--- config.mk ---
export PLATFORM = sky130hd
export DESIGN_NAME = rf_write_arbiter_flat
export DESIGN_NICKNAME = d
export VERILOG_FILES = /design/src/rtl/rf_write_arbiter_if.sv /design/src/rtl/rf_write_arbiter.sv /design/src/flat_wrapper.sv
export SDC_FILE = /design/constraint.sdc
export NUM_CORES = 1
export LEC_CHECK = 0
export CAP_MARGIN = 20
export CORE_ASPECT_RATIO = 1.4
export CORE_MARGIN = 3
export CORE_UTILIZATION = 53
export CTS_CLUSTER_DIAMETER = 100
export DETAILED_ROUTE_END_ITERATION = 8
export GPL_TIMING_DRIVEN = 1
export HOLD_SLACK_MARGIN = 0.1
export PLACE_DENSITY = 0.85
export SETUP_SLACK_MARGIN = 0.15
export SYNTH_ARGS = -nofsm -noshare
export SYNTH_HDL_FRONTEND = slang
export SYNTH_SLANG_ARGS = --single-unit
--- constraint.sdc ---
create_clock -name CLK -period 8 [get_ports CLK]
set_input_delay 0.8 -clock CLK [delete_from_list [all_inputs] [get_ports CLK]]
set_output_delay 0.8 -clock CLK [all_outputs]
set_load 0.01 [all_outputs]
--- src/rtl/rf_write_arbiter_if.sv ---
// rtl/rf_write_arbiter_if.sv - register-file write port sharing bus: writeback A, queued B, RF write side
interface rf_write_arbiter_if #(
  parameter int SIZE       = 32,
  parameter int AMOUNT_REG = 4,
  parameter int DEPTH      = 2
);
  localparam int CNTW = $clog2(DEPTH + 1);

  logic                    A_VALID;
  logic [AMOUNT_REG-1:0]   A_ADDR;
  logic [SIZE-1:0]         A_DATA;
  logic                    B_VALID;
  logic [AMOUNT_REG-1:0]   B_ADDR;
  logic [SIZE-1:0]         B_DATA;
  logic                    B_READY;
  logic                    WE3;
  logic [AMOUNT_REG-1:0]   RA3;
  logic [SIZE-1:0]         WD3;
  logic [2**AMOUNT_REG-1:0] PENDING;
  logic [CNTW-1:0]         QUEUE_COUNT;
  logic                    A_STALL;

  modport master (
    output A_VALID, A_ADDR, A_DATA, B_VALID, B_ADDR, B_DATA,
    input  B_READY, WE3, RA3, WD3, PENDING, QUEUE_COUNT, A_STALL
  );

  modport slave (
    input  A_VALID, A_ADDR, A_DATA, B_VALID, B_ADDR, B_DATA,
    output B_READY, WE3, RA3, WD3, PENDING, QUEUE_COUNT, A_STALL
  );
endinterface

--- src/rtl/rf_write_arbiter.sv ---
// rtl/rf_write_arbiter.sv - shares the RF write port between writeback (A) and a queued multicycle unit (B)
module rf_write_arbiter #(
  parameter int SIZE         = 32,
  parameter int AMOUNT_REG   = 4,
  parameter int DEPTH        = 2,
  parameter int STARVE_LIMIT = 8
) (
  input  logic              CLK,
  input  logic              RST_N,
  rf_write_arbiter_if.slave bus
);
  localparam int CNTW = $clog2(DEPTH + 1);
  localparam int IW   = (DEPTH > 1) ? $clog2(DEPTH) : 1;
  localparam int SCW  = $clog2(STARVE_LIMIT + 1);
  localparam logic [AMOUNT_REG-1:0] NO_REG = '1;

  logic [AMOUNT_REG-1:0]    q_addr [DEPTH];
  logic [SIZE-1:0]          q_data [DEPTH];
  logic [CNTW-1:0]          q_count;
  logic [AMOUNT_REG-1:0]    n_addr [DEPTH];
  logic [SIZE-1:0]          n_data [DEPTH];
  logic [CNTW-1:0]          n_count;
  logic [SCW-1:0]           starve_cnt;
  logic                     we_q;
  logic [AMOUNT_REG-1:0]    ra_q;
  logic [SIZE-1:0]          wd_q;
  logic                     stall_q;
  logic                     q_empty;
  logic                     b_ready;
  logic                     a_issue;
  logic                     pop;
  logic                     b_push;
  logic                     head_cancel;
  logic [2**AMOUNT_REG-1:0] pending;

  assign q_empty     = (q_count == '0);
  assign b_ready     = (q_count < CNTW'(DEPTH));
  assign a_issue     = bus.A_VALID && (bus.A_ADDR != NO_REG);
  assign pop         = !a_issue && !q_empty;
  assign b_push      = bus.B_VALID && b_ready && (bus.B_ADDR != NO_REG);
  assign head_cancel = a_issue && !q_empty && (q_addr[0] == bus.A_ADDR);

  // Queue is kept compacted with the head in slot 0: survivors of the pop and
  // of A cancellation slide down in order, then the (younger) B entry appends.
  always_comb begin
    logic [CNTW-1:0] idx;
    idx = '0;
    for (int i = 0; i < DEPTH; i++) begin
      n_addr[i] = q_addr[i];
      n_data[i] = q_data[i];
    end
    for (int i = 0; i < DEPTH; i++) begin
      if ((CNTW'(i) < q_count) && !(pop && (i == 0)) &&
          !(a_issue && (q_addr[i] == bus.A_ADDR))) begin
        n_addr[idx[IW-1:0]] = q_addr[i];
        n_data[idx[IW-1:0]] = q_data[i];
        idx = idx + CNTW'(1);
      end
    end
    if (b_push) begin
      n_addr[idx[IW-1:0]] = bus.B_ADDR;
      n_data[idx[IW-1:0]] = bus.B_DATA;
      idx = idx + CNTW'(1);
    end
    n_count = idx;
  end

  always_comb begin
    pending = '0;
    for (int i = 0; i < DEPTH; i++) begin
      if (CNTW'(i) < q_count) begin
        pending[q_addr[i]] = 1'b1;
      end
    end
  end

  always_ff @(posedge CLK or negedge RST_N) begin
    if (!RST_N) begin
      q_count    <= '0;
      starve_cnt <= '0;
      we_q       <= 1'b0;
      ra_q       <= '0;
      wd_q       <= '0;
      stall_q    <= 1'b0;
      for (int i = 0; i < DEPTH; i++) begin
        q_addr[i] <= '0;
        q_data[i] <= '0;
      end
    end else begin
      q_count <= n_count;
      for (int i = 0; i < DEPTH; i++) begin
        q_addr[i] <= n_addr[i];
        q_data[i] <= n_data[i];
      end

      if (a_issue) begin
        we_q <= 1'b1;
        ra_q <= bus.A_ADDR;
        wd_q <= bus.A_DATA;
      end else if (!q_empty) begin
        we_q <= 1'b1;
        ra_q <= q_addr[0];
        wd_q <= q_data[0];
      end else begin
        we_q <= 1'b0;
      end

      // Remaining branches only run when A won against a non-empty queue.
      stall_q <= 1'b0;
      if (q_empty || pop || head_cancel) begin
        starve_cnt <= '0;
      end else if (starve_cnt == SCW'(STARVE_LIMIT - 1)) begin
        starve_cnt <= '0;
        stall_q    <= 1'b1;
      end else begin
        starve_cnt <= starve_cnt + SCW'(1);
      end
    end
  end

  assign bus.B_READY     = b_ready;
  assign bus.WE3         = we_q;
  assign bus.RA3         = ra_q;
  assign bus.WD3         = wd_q;
  assign bus.PENDING     = pending;
  assign bus.QUEUE_COUNT = q_count;
  assign bus.A_STALL     = stall_q;
endmodule
--- src/flat_wrapper.sv ---
// flat-port wrapper written by rule: the top's interface ports become plain ports
module rf_write_arbiter_flat 
#(
  parameter int SIZE         = 32,
  parameter int AMOUNT_REG   = 4,
  parameter int DEPTH        = 2,
  parameter int STARVE_LIMIT = 8
)
  (CLK, RST_N, bus_A_VALID, bus_A_ADDR, bus_A_DATA, bus_B_VALID, bus_B_ADDR, bus_B_DATA, bus_B_READY, bus_WE3, bus_RA3, bus_WD3, bus_PENDING, bus_QUEUE_COUNT, bus_A_STALL);
  rf_write_arbiter_if #(.SIZE(SIZE), .AMOUNT_REG(AMOUNT_REG), .DEPTH(DEPTH)) bus_i ();
  input  logic CLK;
  input  logic RST_N;
  input wire logic [$bits(bus_i.A_VALID)-1:0] bus_A_VALID;
  input wire logic [$bits(bus_i.A_ADDR)-1:0] bus_A_ADDR;
  input wire logic [$bits(bus_i.A_DATA)-1:0] bus_A_DATA;
  input wire logic [$bits(bus_i.B_VALID)-1:0] bus_B_VALID;
  input wire logic [$bits(bus_i.B_ADDR)-1:0] bus_B_ADDR;
  input wire logic [$bits(bus_i.B_DATA)-1:0] bus_B_DATA;
  output wire logic [$bits(bus_i.B_READY)-1:0] bus_B_READY;
  output wire logic [$bits(bus_i.WE3)-1:0] bus_WE3;
  output wire logic [$bits(bus_i.RA3)-1:0] bus_RA3;
  output wire logic [$bits(bus_i.WD3)-1:0] bus_WD3;
  output wire logic [$bits(bus_i.PENDING)-1:0] bus_PENDING;
  output wire logic [$bits(bus_i.QUEUE_COUNT)-1:0] bus_QUEUE_COUNT;
  output wire logic [$bits(bus_i.A_STALL)-1:0] bus_A_STALL;
  assign bus_i.A_VALID = bus_A_VALID;
  assign bus_i.A_ADDR = bus_A_ADDR;
  assign bus_i.A_DATA = bus_A_DATA;
  assign bus_i.B_VALID = bus_B_VALID;
  assign bus_i.B_ADDR = bus_B_ADDR;
  assign bus_i.B_DATA = bus_B_DATA;
  assign bus_B_READY = bus_i.B_READY;
  assign bus_WE3 = bus_i.WE3;
  assign bus_RA3 = bus_i.RA3;
  assign bus_WD3 = bus_i.WD3;
  assign bus_PENDING = bus_i.PENDING;
  assign bus_QUEUE_COUNT = bus_i.QUEUE_COUNT;
  assign bus_A_STALL = bus_i.A_STALL;
  rf_write_arbiter #(.SIZE(SIZE), .AMOUNT_REG(AMOUNT_REG), .DEPTH(DEPTH), .STARVE_LIMIT(STARVE_LIMIT)) u_core (.CLK(CLK), .RST_N(RST_N), .bus(bus_i));
endmodule
==> flow_metrics.env, run 1 <==
export IMPL_cpLargestDelayFamily="simple AND/OR/NAND/NOR gates"
export IMPL_period_share_pct=51.25
export IMPL_cts_resized=0
export IMPL_cp_max_fo=19
export IMPL_synth_warnings=0
export IMPL_drtAntennaViolNets=0
export IMPL_drive_above_1_share_pct=6.802
export IMPL_start_util_pct=54.33
export IMPL_synth_cell_types=31
export IMPL_synthXorXnorAreaFrac_pct=1.458
export IMPL_whs_ns=0.3267
export IMPL_syn_area_mm2=0.005408
export IMPL_synthesis_area_per_instance_um2=9.761
export IMPL_critPathBufInv=3
export IMPL_grt_overflow=0
export IMPL_grt_max_degree=84
export IMPL_grt_setup_unrepaired="false"
export IMPL_cts_tree="done"
export IMPL_p_leak_uw=0.003373
export IMPL_clock_latency_ns=0.41
export IMPL_endpoint_kind="flip-flop"
export IMPL_crit_path_max_incr_delay_ns=0.61
export IMPL_fin_skew_ns=0.009299
export IMPL_path_cells="clkdlybuf4s50_1 > xor2_1 > nor4_2 > or3_2 > inv_1 > ha_1 > ha_1 > nand2_1 > nor2_2 > buf_4 > nand2_1 > o21ai_0"
export IMPL_status="complete, no violations"
export IMPL_max_freq_mhz=243.9
export IMPL_antenna_found_initial=1
export IMPL_async_reset_ff_share_pct=100.0
export IMPL_finalMaxSlewViolations=0
export IMPL_reg2reg_slack_ns=4.32
export IMPL_synthTopCellsByCount="dfrtp_1 (116), nand2_1 (83), o21ai_0 (73), mux2i_1 (72), nor2_1 (42)"
export IMPL_period_minus_slack_ns=4.100
export IMPL_synth_area_leaders="dfrtp_1 (54%), mux2i_1 (13%), o21ai_0 (6.8%), nand2_1 (5.8%), a21oi_1 (3.4%)"
export IMPL_synth_top_family_by_area="multiplexers"
export IMPL_slew_headroom_pct=48.50
export IMPL_p_sw_uw=940.6
export IMPL_p_sw_share_pct=34.48
export IMPL_totalWireLength_um=14660
export IMPL_fp_dieH_um=125.5
export IMPL_yosysSeqAreaShare_pct=53.68
export IMPL_drt_wirelength_per_cell_um=17.72
export IMPL_die_x_um=91.37
export IMPL_hold_violations=0
export IMPL_clock_root_buffer="clkbuf_16"
export IMPL_cts_buffers_inserted=17
export IMPL_setup_violations=0
export IMPL_ys_flop_type="dfrtp_1"
export IMPL_worstMarginPinSlew_ns=0.7717
export IMPL_htreeDepth=4
export IMPL_path_depth=12
export IMPL_crit_arrival_ns=4.41
export IMPL_hpwl_um=9699
export IMPL_vdd_ir_drop_max_uv=181.0
export IMPL_setup_tns_ns=0
export IMPL_combPwrFrac_pct=37.5
export IMPL_ys_ff_latch=116
export IMPL_num_vias=4668
export IMPL_synth_top_area_share_pct=53.68
export IMPL_firstDrtPassIters=5
export IMPL_muxShareOfSynthArea_pct=13.33
export IMPL_yosysMostFrequentCell="dfrtp_1"
export IMPL_maxCapViolations=0
export IMPL_critPathKind="in2reg"
export IMPL_synthCells=554
export IMPL_grt_pass1_vias=4801
export IMPL_post_cts_buffers=0
export IMPL_syn2layout_area_growth_pct=37.27
export IMPL_gp_congestion=0.9068
export IMPL_holdCritPathClass="in2async"
export IMPL_num_io_pins=133
export IMPL_crit_path_start_kind="input pin"
export IMPL_core_area_mm2=0.009953
export IMPL_cts_hold_buf=0
export IMPL_cts_sinks=116
export IMPL_r2r_start="u_core.q_addr[5]$_DFF_PN0_"
export IMPL_viasPerCell=5.644
export IMPL_ff2ff_path_depth=11
export IMPL_nNetsFinal=758
export IMPL_synth_fp_nets=634
export IMPL_grt_pass1_wl_um=23680
export IMPL_drc=0
export IMPL_drt_initial_drc_count=338
export IMPL_io_buffers=132
export IMPL_seq_power_share_pct=35.2
export IMPL_clkTransAtPathRegs_ns=0.05
export IMPL_fp_row_count=43
export IMPL_clockBufferDepth=2
export IMPL_synth_compound_area_share_pct=12.63
export IMPL_synthAdderAreaFrac_pct=0.9255
export IMPL_synth_top_area_cell="dfrtp_1"
export IMPL_gr_usage_all_layers_pct=26.19
export IMPL_synth_simple_gate_area_share_pct=11.50
export IMPL_p_clk_share_pct=27.3
export IMPL_worstPathRequired_ns=8.32
export IMPL_critPathLaunch="bus_A_ADDR[3]"
export IMPL_p_int_uw=1787
export IMPL_crit_slowest_cell="nor2_2"
export IMPL_die_area_mm2=0.01147
export IMPL_powerDensity_mw_per_mm2=367.4
export IMPL_synth_edf_count=0
## worst paths after layout
kind                                                   to
max reg2reg                 u_core.q_data[21]$_DFFE_PN0P_
min reg2reg                u_core.starve_cnt[0]$_DFF_PN0_
max in group asynchronous   u_core.q_data[10]$_DFFE_PN0P_
min in group CLK           u_core.starve_cnt[0]$_DFF_PN0_
max                         u_core.q_data[21]$_DFFE_PN0P_
min                        u_core.bus.WD3[28]$_DFFE_PN0P_
## final cells by class
class	instances	area (um2)
Sequential cell	116	2903
Fill cell	642	2530
Multi-Input combinational cell	363	2177
Timing Repair Buffer	140	1431
Clock buffer	24	491.7
Tap cell	135	168.9
Inverter	40	150.1
Clock inverter	8	98.84
Antenna cell	1	2.502
## cell usage in the layout (no fill, tap or decap), drive strengths merged, types with 3 or more instances in the layout
master,n
o32ai,4
xor2,4
clkinv,4
buf,9
nand3,8
nand2,83
xnor2,5
ha,4
o22ai,12
or2,3
a21oi,37
clkdlybuf4s50,131
nand4,3
nor3,3
o21ai,73
clkbuf,24
nor2,42
inv,40
mux2i,72
dfrtp,116
## flip-flops by register name, indices dropped and copies added, names as in the netlist
name,count
u_core.bus.A_STALL,1
u_core.bus.QUEUE_COUNT,2
u_core.bus.RA3,4
u_core.bus.WD3,32
u_core.bus.WE3,1
u_core.q_addr,8
u_core.q_data,64
u_core.starve_cnt,4
## metal layers
metal | up-vias | GRT usage, % | routed length, um
li1 | 2117 | - | -
met1 | 2307 | 29.86 | 5410
met2 | 197 | 45.40 | 7851
met3 | 47 | 6.077 | 754
met4 | 0 | 13.77 | 641
met5 | - | 0 | 0
## logic make-up (layout without fill, tap and decap cells)
family | Yosys count | count (layout)
and+or+nand+nor | 150 | 150
other | 0 | 1
DFF | 116 | 116
adders and majority gates | 4 | 4
muxes | 72 | 72
xor gates and xnor gates | 9 | 9
buffers and inverters | 75 | 212
AOI/OAI and AO/OA | 128 | 128
## metrics by stage
stage | power (uW) | std cells | utilization, % | worst slack [ns] | area (um2)
6_report | 2728 | 827 | 74.58 | 3.900 | 7423
2_1_floorplan | 1552 | 554 | - | 4.865 | 5408
3_5_place_dp | 1957 | 791 | 68.00 | 3.148 | 6768
4_1_cts | 2723 | 823 | 73.93 | 3.456 | 7358
5_1_grt | 2877 | 827 | 74.58 | 3.546 | 7423
3_3_place_gp | 1904 | 790 | 67.79 | 3.299 | 6748
## power by group through the flow
stage | Combinational [uW] | Sequential, uW | Clock [uW]
5_1_grt | 1110 | 982 | 780
4_1_cts | 1020 | 957 | 751
6_report | 1020 | 960 | 744
3_5_place_dp | 996 | 961 | 0
2_1_floorplan | 615 | 937 | 0
3_3_place_gp | 951 | 953 | 0
(Power assumes the default switching activity.)
==> inputs of run 2 (changes only) <==
Settings changed: CORE_UTILIZATION 53 to 50, PLACE_DENSITY 0.85 to 0.81.
Clock period 8 ns to 3.8 ns, I/O delays scaled along.
==> run 2 against run 1 <==
Register-to-register slack worse by 3.5 ns. Clock skew hardly changed. Combinational power is 110% higher. Worst setup slack worse by 3.2 ns. Routed wire length is 5.0% lower. Sequential power is 110% higher. Global-route usage is 2.2 points lower. Die area is 5.7% higher. Critical path depth is 1 lower. Clock power is 110% higher. Critical path type unchanged. Highest routed layer unchanged.
==> flow_metrics.env, run 2 (synthesis results as in run 1) <==
export IMPL_status="complete, no violations"
export IMPL_powerDensity_mw_per_mm2=765.6
export IMPL_nFillCells=769
export IMPL_period_minus_slack_ns=3.083
export IMPL_final_cells=832
export IMPL_totalWireLength_um=13920
export IMPL_p_sw_share_pct=34.86
export IMPL_setup_tns_ns=0
export IMPL_gr_usage_all_layers_pct=23.96
export IMPL_maxCapViolations=0
export IMPL_r2r_start="u_core.q_addr[5]$_DFF_PN0_"
export IMPL_clock_latency_ns=0.41
export IMPL_ff2ff_path_depth=10
export IMPL_hpwl_um=9267
export IMPL_vdd_ir_drop_max_uv=539.2
export IMPL_final_area_mm2=0.007433
export IMPL_drtAntennaViolNets=0
export IMPL_grt_pass1_wl_um=22600
export IMPL_cts_buffers_inserted=17
export IMPL_max_freq_mhz=324.4
export IMPL_num_vias=4446
export IMPL_regToRegEndpoint="u_core.q_data[12]$_DFFE_PN0P_"
export IMPL_final_common_cell="clkdlybuf4s50_1"
export IMPL_cp_max_fo=36
export IMPL_viasPerCell=5.344
export IMPL_syn2layout_area_growth_pct=37.46
export IMPL_grt_pass1_vias=4659
export IMPL_dp_cells=797
export IMPL_hold_violations=0
export IMPL_die_area_mm2=0.01212
export IMPL_setup_violations=0
export IMPL_grt_max_degree=84
export IMPL_place_area_mm2=0.006799
export IMPL_htreeDepth=4
export IMPL_drt_initial_drc_count=271
export IMPL_drive_above_1_share_pct=7.359
export IMPL_gp_congestion=0.9225
export IMPL_regMostFlops="u_core.q_data"
export IMPL_largest_reg_flops=64
export IMPL_p_int_uw=3707
export IMPL_nNetsFinal=760
export IMPL_cts_sinks=116
export IMPL_crit_path_start_kind="input pin"
export IMPL_setup_ws_ns=0.7172
export IMPL_fp_row_count=44
export IMPL_clockBufferDepth=2
export IMPL_drt_wirelength_per_cell_um=16.73
export IMPL_crit_arrival_ns=3.40
export IMPL_holdCritPathClass="in2async"
export IMPL_die_x_um=93.90
export IMPL_clkTransAtPathRegs_ns=0.06
export IMPL_combPwrFrac_pct=37.5
export IMPL_slew_headroom_pct=38.90
export IMPL_grt_overflow=0
export IMPL_fin_util_pct=71.06
export IMPL_reg2reg_slack_ns=0.80
export IMPL_layout_common_cells="clkdlybuf4s50_1 (131), dfrtp_1 (116), nand2_1 (83), o21ai_0 (73), mux2i_1 (72)"
export IMPL_p_sw_uw=1984
export IMPL_grt_setup_unrepaired="false"
export IMPL_endpoint_kind="flip-flop"
export IMPL_seq_power_share_pct=35.0
export IMPL_fin_skew_ns=0.009147
export IMPL_p_leak_uw=0.003364
export IMPL_drc=0
export IMPL_pre_cts_ws_ns=0.3680
export IMPL_clock_root_buffer="clkbuf_16"
export IMPL_p_clk_share_pct=27.5
export IMPL_num_io_pins=133
export IMPL_fp_dieH_um=129.1
export IMPL_firstDrtPassIters=4
export IMPL_worstPathRequired_ns=4.12
export IMPL_cts_tree="done"
export IMPL_period_share_pct=81.13
export IMPL_finalMaxSlewViolations=0
export IMPL_io_buffers=132
export IMPL_critPathKind="in2reg"
export IMPL_core_area_mm2=0.01046
export IMPL_start_util_pct=51.70
export IMPL_cts_resized=0
export IMPL_antenna_found_initial=1
export IMPL_worstMarginPinSlew_ns=0.9143
-- run 2: changes by cell type in the layout (fill, tap and decap cells not counted), sizes merged --
cell and delta:
dlygate4sd3 +1, buf +1, clkinv +2, inv +1
clkinvlp +3, clkbuf -6
-- run 2: critical path: stages --
cell and delay, ns:
clkdlybuf4s50_1 0.54, xor2_1 0.23, nor4_2 0.39, or3_2 0.25
inv_1 0.06, ha_1 0.30, ha_1 0.16, nand2_1 0.09
nor2_4 0.70, nand2_1 0.15, o21ai_0 0.13
-- run 2: worst max path at each step --
| stage | start | end | slack [ns] | depth (start not counted) |
|---|---|---|---|---|
| after global placement | bus_A_ADDR[0] | u_core.q_data[13]$_DFFE_PN0P_ | 0.42 | 11 |
| after detailed placement | bus_A_ADDR[0] | u_core.q_data[10]$_DFFE_PN0P_ | 0.37 | 11 |
| after floorplan | u_core.q_addr[5]$_DFF_PN0_ | u_core.q_data[0]$_DFFE_PN0P_ | 1.05 | 13 |
| after global routing | bus_A_ADDR[1] | u_core.q_addr[1]$_DFFE_PN0P_ | 0.52 | 11 |
| after CTS | bus_A_ADDR[0] | u_core.q_data[12]$_DFFE_PN0P_ | 0.73 | 11 |
| final | bus_A_ADDR[0] | u_core.q_data[12]$_DFFE_PN0P_ | 0.72 | 11 |
-- run 2: timing repair --
action / in CTS / in global routing
hold buffers: 0 / 1
setup buffers: 0 / 0
hold endpoints to repair: 0 / 22
-- run 2: power groups by stage --
stage / Sequential (uW) / Combinational [uW] / Clock (uW)
floorplan: 1970 / 1290 / 0
global placement: 1990 / 2040 / 0
detailed placement: 2010 / 2120 / 0
CTS: 1990 / 2150 / 1580
global route: 2040 / 2340 / 1650
finish: 1990 / 2140 / 1560
-- run 2: final cells by class --
class                           instances  area, um2  area share, %
Multi-Input combinational cell        363       2182          29.36
Tap cell                              138      172.7          2.323
Clock buffer                           18      439.2          5.908
Clock inverter                         14      155.1          2.087
Antenna cell                            1      2.502        0.03366
Inverter                               40      150.1          2.020
Sequential cell                       116       2903          39.05
Timing Repair Buffer                  142       1429          19.22
-- run 2: stage by stage --
step,total power (uW),hold slack (ns)
after CTS,5719,0.1900
after global routing,6028,0.4406
final,5691,0.4269
after floorplan,3266,0.08441
after global placement,4025,0.4545
after detailed placement,4127,0.4804
-- run 2: layer usage --
| metal | part of all wire (%) | global-route usage, % | wire, um | vias up |
|---|---|---|---|---|
| met5 | 0 | 0 | 0 | - |
| met2 | 53 | 41.74 | 7319 | 140 |
| met4 | 3.5 | 11.48 | 491 | 0 |
| li1 | - | - | - | 2122 |
| met3 | 5.0 | 5.575 | 702 | 34 |
| met1 | 39 | 27.66 | 5404 | 2150 |
